==> config.mk <==
export PLATFORM = sky130hd
export DESIGN_NAME = wptr_full_flat
export DESIGN_NICKNAME = d
export VERILOG_FILES = /design/src/rtl/wptr_full_if.sv /design/src/rtl/wptr_full.sv /design/src/flat_wrapper.sv
export SDC_FILE = /design/constraint.sdc
export NUM_CORES = 1
export LEC_CHECK = 0
export BUFFER_PORTS_ARGS = -buffer_cell sky130_fd_sc_hd__buf_4
export CAP_MARGIN = 10
export CORE_ASPECT_RATIO = 0.9
export CORE_MARGIN = 1
export CORE_UTILIZATION = 25
export DETAILED_ROUTE_END_ITERATION = 10
export PLACE_DENSITY = 0.49
export SYNTH_ARGS = -nofsm -noshare
export SYNTH_HDL_FRONTEND = slang
export SYNTH_SLANG_ARGS = --single-unit
==> constraint.sdc <==
create_clock -name clk -period 6 [get_ports clk]
set_clock_uncertainty 0.2 [all_clocks]
set_input_delay 1.2 -clock clk [delete_from_list [all_inputs] [get_ports clk]]
set_output_delay 1.2 -clock clk [all_outputs]
set_load 0.05 [all_outputs]
==> src/rtl/wptr_full_if.sv <==
// Write-side FIFO pointer bus: producer request and synchronized read
// pointer in, RAM address/enable, Gray write pointer and flags out.
interface wptr_full_if #(
  parameter int addrsize = 8
);
  logic                winc;
  logic [addrsize:0]   wq2_rptr;
  logic [addrsize-1:0] waddr;
  logic [addrsize:0]   wptr;
  logic                wen;
  logic                full;
  logic                almost_full;
  logic [addrsize:0]   wlevel;
  logic                overflow;

  // Producer / environment side
  modport master (
    output winc, wq2_rptr,
    input  waddr, wptr, wen, full, almost_full, wlevel, overflow
  );

  // Pointer controller side
  modport slave (
    input  winc, wq2_rptr,
    output waddr, wptr, wen, full, almost_full, wlevel, overflow
  );
endinterface

==> src/rtl/wptr_full.sv <==
// Write-domain pointer and flag controller for a dual-clock FIFO.
// Keeps the binary write address and Gray write pointer, and derives
// registered full / almost_full / level / sticky overflow from the read
// pointer already synchronized into this clock domain. Because that read
// pointer lags, all occupancy outputs err on the side of "more full".
module wptr_full #(
  parameter int addrsize    = 8,
  parameter int afull_level = 252
) (
  input  logic         clk,
  input  logic         rst_n,
  wptr_full_if.slave   bus
);

  localparam int          PW        = addrsize + 1;
  localparam logic [addrsize:0] AFULL_LVL = PW'(afull_level);

  logic [addrsize:0] wbin_q, wbin_d;
  logic [addrsize:0] wptr_q, wgray_d;
  logic              full_q, full_d;
  logic              afull_q, afull_d;
  logic [addrsize:0] wlevel_q, wlevel_d;
  logic              overflow_q, overflow_d;

  logic              accept;
  logic [addrsize:0] rgray;
  logic [addrsize:0] rbin;
  logic [addrsize:0] full_cmp;

  assign rgray = bus.wq2_rptr;

  // Gray-to-binary of the synchronized read pointer: XOR prefix from the MSB down
  assign rbin[addrsize] = rgray[addrsize];
  generate
    for (genvar gi = addrsize - 1; gi >= 0; gi--) begin : g_rbin
      assign rbin[gi] = rbin[gi+1] ^ rgray[gi];
    end
  endgenerate

  // Full when the next Gray write pointer equals the read pointer with its
  // top two bits inverted (one full wrap ahead in Gray space).
  assign full_cmp = {~rgray[addrsize:addrsize-1], rgray[addrsize-2:0]};

  // Next-state pointer, flag and level computation
  always_comb begin
    accept     = bus.winc & ~full_q;
    wbin_d     = wbin_q + {{addrsize{1'b0}}, accept};
    wgray_d    = (wbin_d >> 1) ^ wbin_d;
    full_d     = (wgray_d == full_cmp);
    wlevel_d   = wbin_d - rbin;
    afull_d    = (wlevel_d >= AFULL_LVL);
    overflow_d = overflow_q | (bus.winc & full_q);
  end

  // State registers; async reset discards everything immediately
  always_ff @(posedge clk or negedge rst_n) begin
    if (!rst_n) begin
      wbin_q     <= '0;
      wptr_q     <= '0;
      full_q     <= 1'b0;
      afull_q    <= 1'b0;
      wlevel_q   <= '0;
      overflow_q <= 1'b0;
    end else begin
      wbin_q     <= wbin_d;
      wptr_q     <= wgray_d;
      full_q     <= full_d;
      afull_q    <= afull_d;
      wlevel_q   <= wlevel_d;
      overflow_q <= overflow_d;
    end
  end

  assign bus.waddr       = wbin_q[addrsize-1:0];
  assign bus.wptr        = wptr_q;
  assign bus.wen         = accept;
  assign bus.full        = full_q;
  assign bus.almost_full = afull_q;
  assign bus.wlevel      = wlevel_q;
  assign bus.overflow    = overflow_q;

endmodule

==> src/flat_wrapper.sv <==
// flat-port wrapper written by rule: the top's interface ports become plain ports
module wptr_full_flat 
#(
  parameter int addrsize    = 8,
  parameter int afull_level = 252
)
  (clk, rst_n, bus_winc, bus_wq2_rptr, bus_waddr, bus_wptr, bus_wen, bus_full, bus_almost_full, bus_wlevel, bus_overflow);
  wptr_full_if #(.addrsize(addrsize)) bus_i ();
  input  logic clk;
  input  logic rst_n;
  input wire logic [$bits(bus_i.winc)-1:0] bus_winc;
  input wire logic [$bits(bus_i.wq2_rptr)-1:0] bus_wq2_rptr;
  output wire logic [$bits(bus_i.waddr)-1:0] bus_waddr;
  output wire logic [$bits(bus_i.wptr)-1:0] bus_wptr;
  output wire logic [$bits(bus_i.wen)-1:0] bus_wen;
  output wire logic [$bits(bus_i.full)-1:0] bus_full;
  output wire logic [$bits(bus_i.almost_full)-1:0] bus_almost_full;
  output wire logic [$bits(bus_i.wlevel)-1:0] bus_wlevel;
  output wire logic [$bits(bus_i.overflow)-1:0] bus_overflow;
  assign bus_i.winc = bus_winc;
  assign bus_i.wq2_rptr = bus_wq2_rptr;
  assign bus_waddr = bus_i.waddr;
  assign bus_wptr = bus_i.wptr;
  assign bus_wen = bus_i.wen;
  assign bus_full = bus_i.full;
  assign bus_almost_full = bus_i.almost_full;
  assign bus_wlevel = bus_i.wlevel;
  assign bus_overflow = bus_i.overflow;
  wptr_full #(.addrsize(addrsize), .afull_level(afull_level)) u_core (.clk(clk), .rst_n(rst_n), .bus(bus_i));
endmodule
==> impl_metrics.yaml <==
floorplan:
  rows: 27
  start_util: 0.2633
  die_area_um2: 6874
  io_pins: 42
  core_area_um2: 6216
  die_w_um: 87.29
  die_height_um: 78.76
grt:
  antenna_found_initial: 0
  grt_pass1_vias: 1133
  gr-usage-all-layers: 0.1085
  grt-ovfl-total: 0
  grt_pass1_wl_um: 5520
  grt_max_degree: 30
clocking:
  clk_pin_slew_ns: 0.07
  root_buffer: "clkbuf_8"
  cts_resized: 0
  cts_buffers: 5
  cts_max_level: 2
  cts.path.max_buffers: 2
  post-cts-setup-buffers: 0
  cts_hold_buffers: 0
  cts_tree: "done"
  clkLatencyLatePin_ns: 0.28
  cts.sinks: 29
yosys:
  synth_mux_area_frac: 0.01300
  synthSimpleGateAreaFrac: 0.09098
  yosys.area.top_type: "dfrtp_1"
  syn_avg_cell_area_um2: 11.37
  synth_top_family_by_area: "XOR/XNOR gates"
  synth_top_cell_area_share: 0.4434
  synthesis.area_um2: 1637
  async_reset_ff_frac: 1.000
  ys_warn_count: 0
  synth_nets: 167
  synth_compound_area_frac: 0.1002
  ys.flop_type: "dfrtp_1"
  yosysSeqAreaShare: 0.4434
  synth_edf_count: 0
  ys_ff_latch: 29
  synth_fa_ha_area_frac: 0.08869
  yosys-top-cells-area: "dfrtp_1, xnor2_1, ha_1"
  syn_inst: 144
  synth.distinct_cells: 32
  synth_xor_area_frac: 0.2385
run_status:
  run_status: "complete, no violations"
sta:
  fin_crit_ns: 4.692
  hold_violations: 0
  fmax_mhz: 213.1
  setup_tns_ns: 0
  tightest_slew_ns: 0.5883
  max-slew-margin-rel: 0.6050
  drv_slew: 0
  rsz0062_at_grt: "false"
  finalSetupViolations: 0
  fin_crit_sh: 0.7821
final_layout:
  layout_common_cells: "buf_4, dfrtp_1, xnor2_1, xor2_1, nor2_1"
  fill_cells: 672
  layout-drive-gt1-share: 0.2917
  final_common_cell: "buf_4"
  nets: 214
  area_growth_pct: 30.96
  seq_area_um2: 725.7
  n_antenna_cell: 0
  multi_input_area_um2: 869.6
drt:
  routed_wl_um: 3353
  ant_nets: 0
  viasPerCell: 4.122
  met3_length_um: 139
  firstDrtPassIters: 4
  top_layer_used: "met4"
  wl_met1_um: 1662
  wire_per_inst_um: 12.02
  wl_met2_um: 1469
  drtIter0Drc: 24
  vias: 1150
  drc_errors: 0
setup_path:
  end_kind: "register"
  start_kind: "input port"
  crit_type: "in2reg"
  required_ns: 5.97
  crit_arrival_ns: 4.66
  critPathMaxFanout: 3
placed_design:
  portBuffers: 41
  dp.final_hpwl_um: 2575
  place.gp.congestion: 0.7130
worst_hold_path:
  holdCritPathClass: "reg2reg"
flow_run:
  max_cap_violations: 0
## synthesized netlist by cell type (all sizes together), types with 2 or more instances
master / number
nor2b: 2
ha: 10
o21a: 2
a21oi: 5
dfrtp: 29
nand2b: 2
xor2: 16
or3: 2
xnor3: 3
xnor2: 18
a21o: 4
nand2: 6
nor3: 2
o21ai: 5
nor2: 11
a211oi: 2
inv: 8
nand3: 5
## worst max-delay path, cell delays in order
cell and delay, ns:
buf_4 0.10, xnor3_2 0.45, xor2_2 0.22, xnor3_2 0.32, xor2_2 0.21, xor2_2 0.25
xnor2_1 0.15, ha_1 0.18, inv_1 0.05, fa_1 0.41, a211oi_1 0.30, o21ai_0 0.16
a21o_1 0.17, a21oi_1 0.17, xor2_1 0.11, a41o_1 0.22
## state kept, by name (all words and copies together), names as in the netlist
name                    flops
u_core.bus.almost_full      1
u_core.bus.full             1
u_core.bus.overflow         1
u_core.bus.wlevel           9
u_core.bus.wptr             8
u_core.wbin_q               9
## through the flow
stage	setup WS (ns)	utilization	instances	instance area, um2	hold slack, ns
4_1_cts	1.277	0.3448	279	2143	0.2644
3_3_place_gp	1.042	0.3285	271	2042	0.2417
2_1_floorplan	1.356	-	144	1637	0.5638
3_5_place_dp	0.9979	0.3285	271	2042	0.2499
6_report	1.308	0.3448	279	2143	0.2584
5_1_grt	0.9827	0.3448	279	2143	0.2757
## routing by layer
layer,global-route usage,vias to the layer above
met1,0.1396,530
li1,-,582
met3,0.02287,8
met5,0,-
met2,0.1672,30
met4,0.06393,0
## area by class of cell
cell class	instances	area share
clock buffer	7	0.04495
timing repair buffer	41	0.1436
inverter	8	0.01401
sequential	29	0.3386
tap	87	0.05079
multi-input combinational	106	0.4057
clock inverter	1	0.002335
## logic make-up after synthesis
group,Yosys count
XOR/XNOR,37
adder cells (fa/ha/maj),11
AO/OA/AOI/OAI,24
AND/OR/NAND/NOR,32
multiplexers,2
flip-flops,29
buffers and inverters,9
## final timing paths
check	start	end	slack, ns	cells past startpoint
min in group asynchronous	rst_n	u_core.wbin_q[0]$_DFF_PN0_	0.64	1
worst max-delay path	bus_wq2_rptr[8]	u_core.bus.almost_full$_DFF_PN0_	1.31	16
worst min-delay path	u_core.bus.overflow$_DFF_PN0_	u_core.bus.overflow$_DFF_PN0_	0.26	1
worst max register to register	u_core.bus.full$_DFF_PN0_	u_core.bus.almost_full$_DFF_PN0_	2.66	12
max in group asynchronous	rst_n	u_core.wbin_q[6]$_DFF_PN0_	4.70	1
worst min register to register	u_core.bus.overflow$_DFF_PN0_	u_core.bus.overflow$_DFF_PN0_	0.26	1
Power is not shown: default switching activity piles up to over one toggle a cycle in this logic, so the estimate is an artifact.
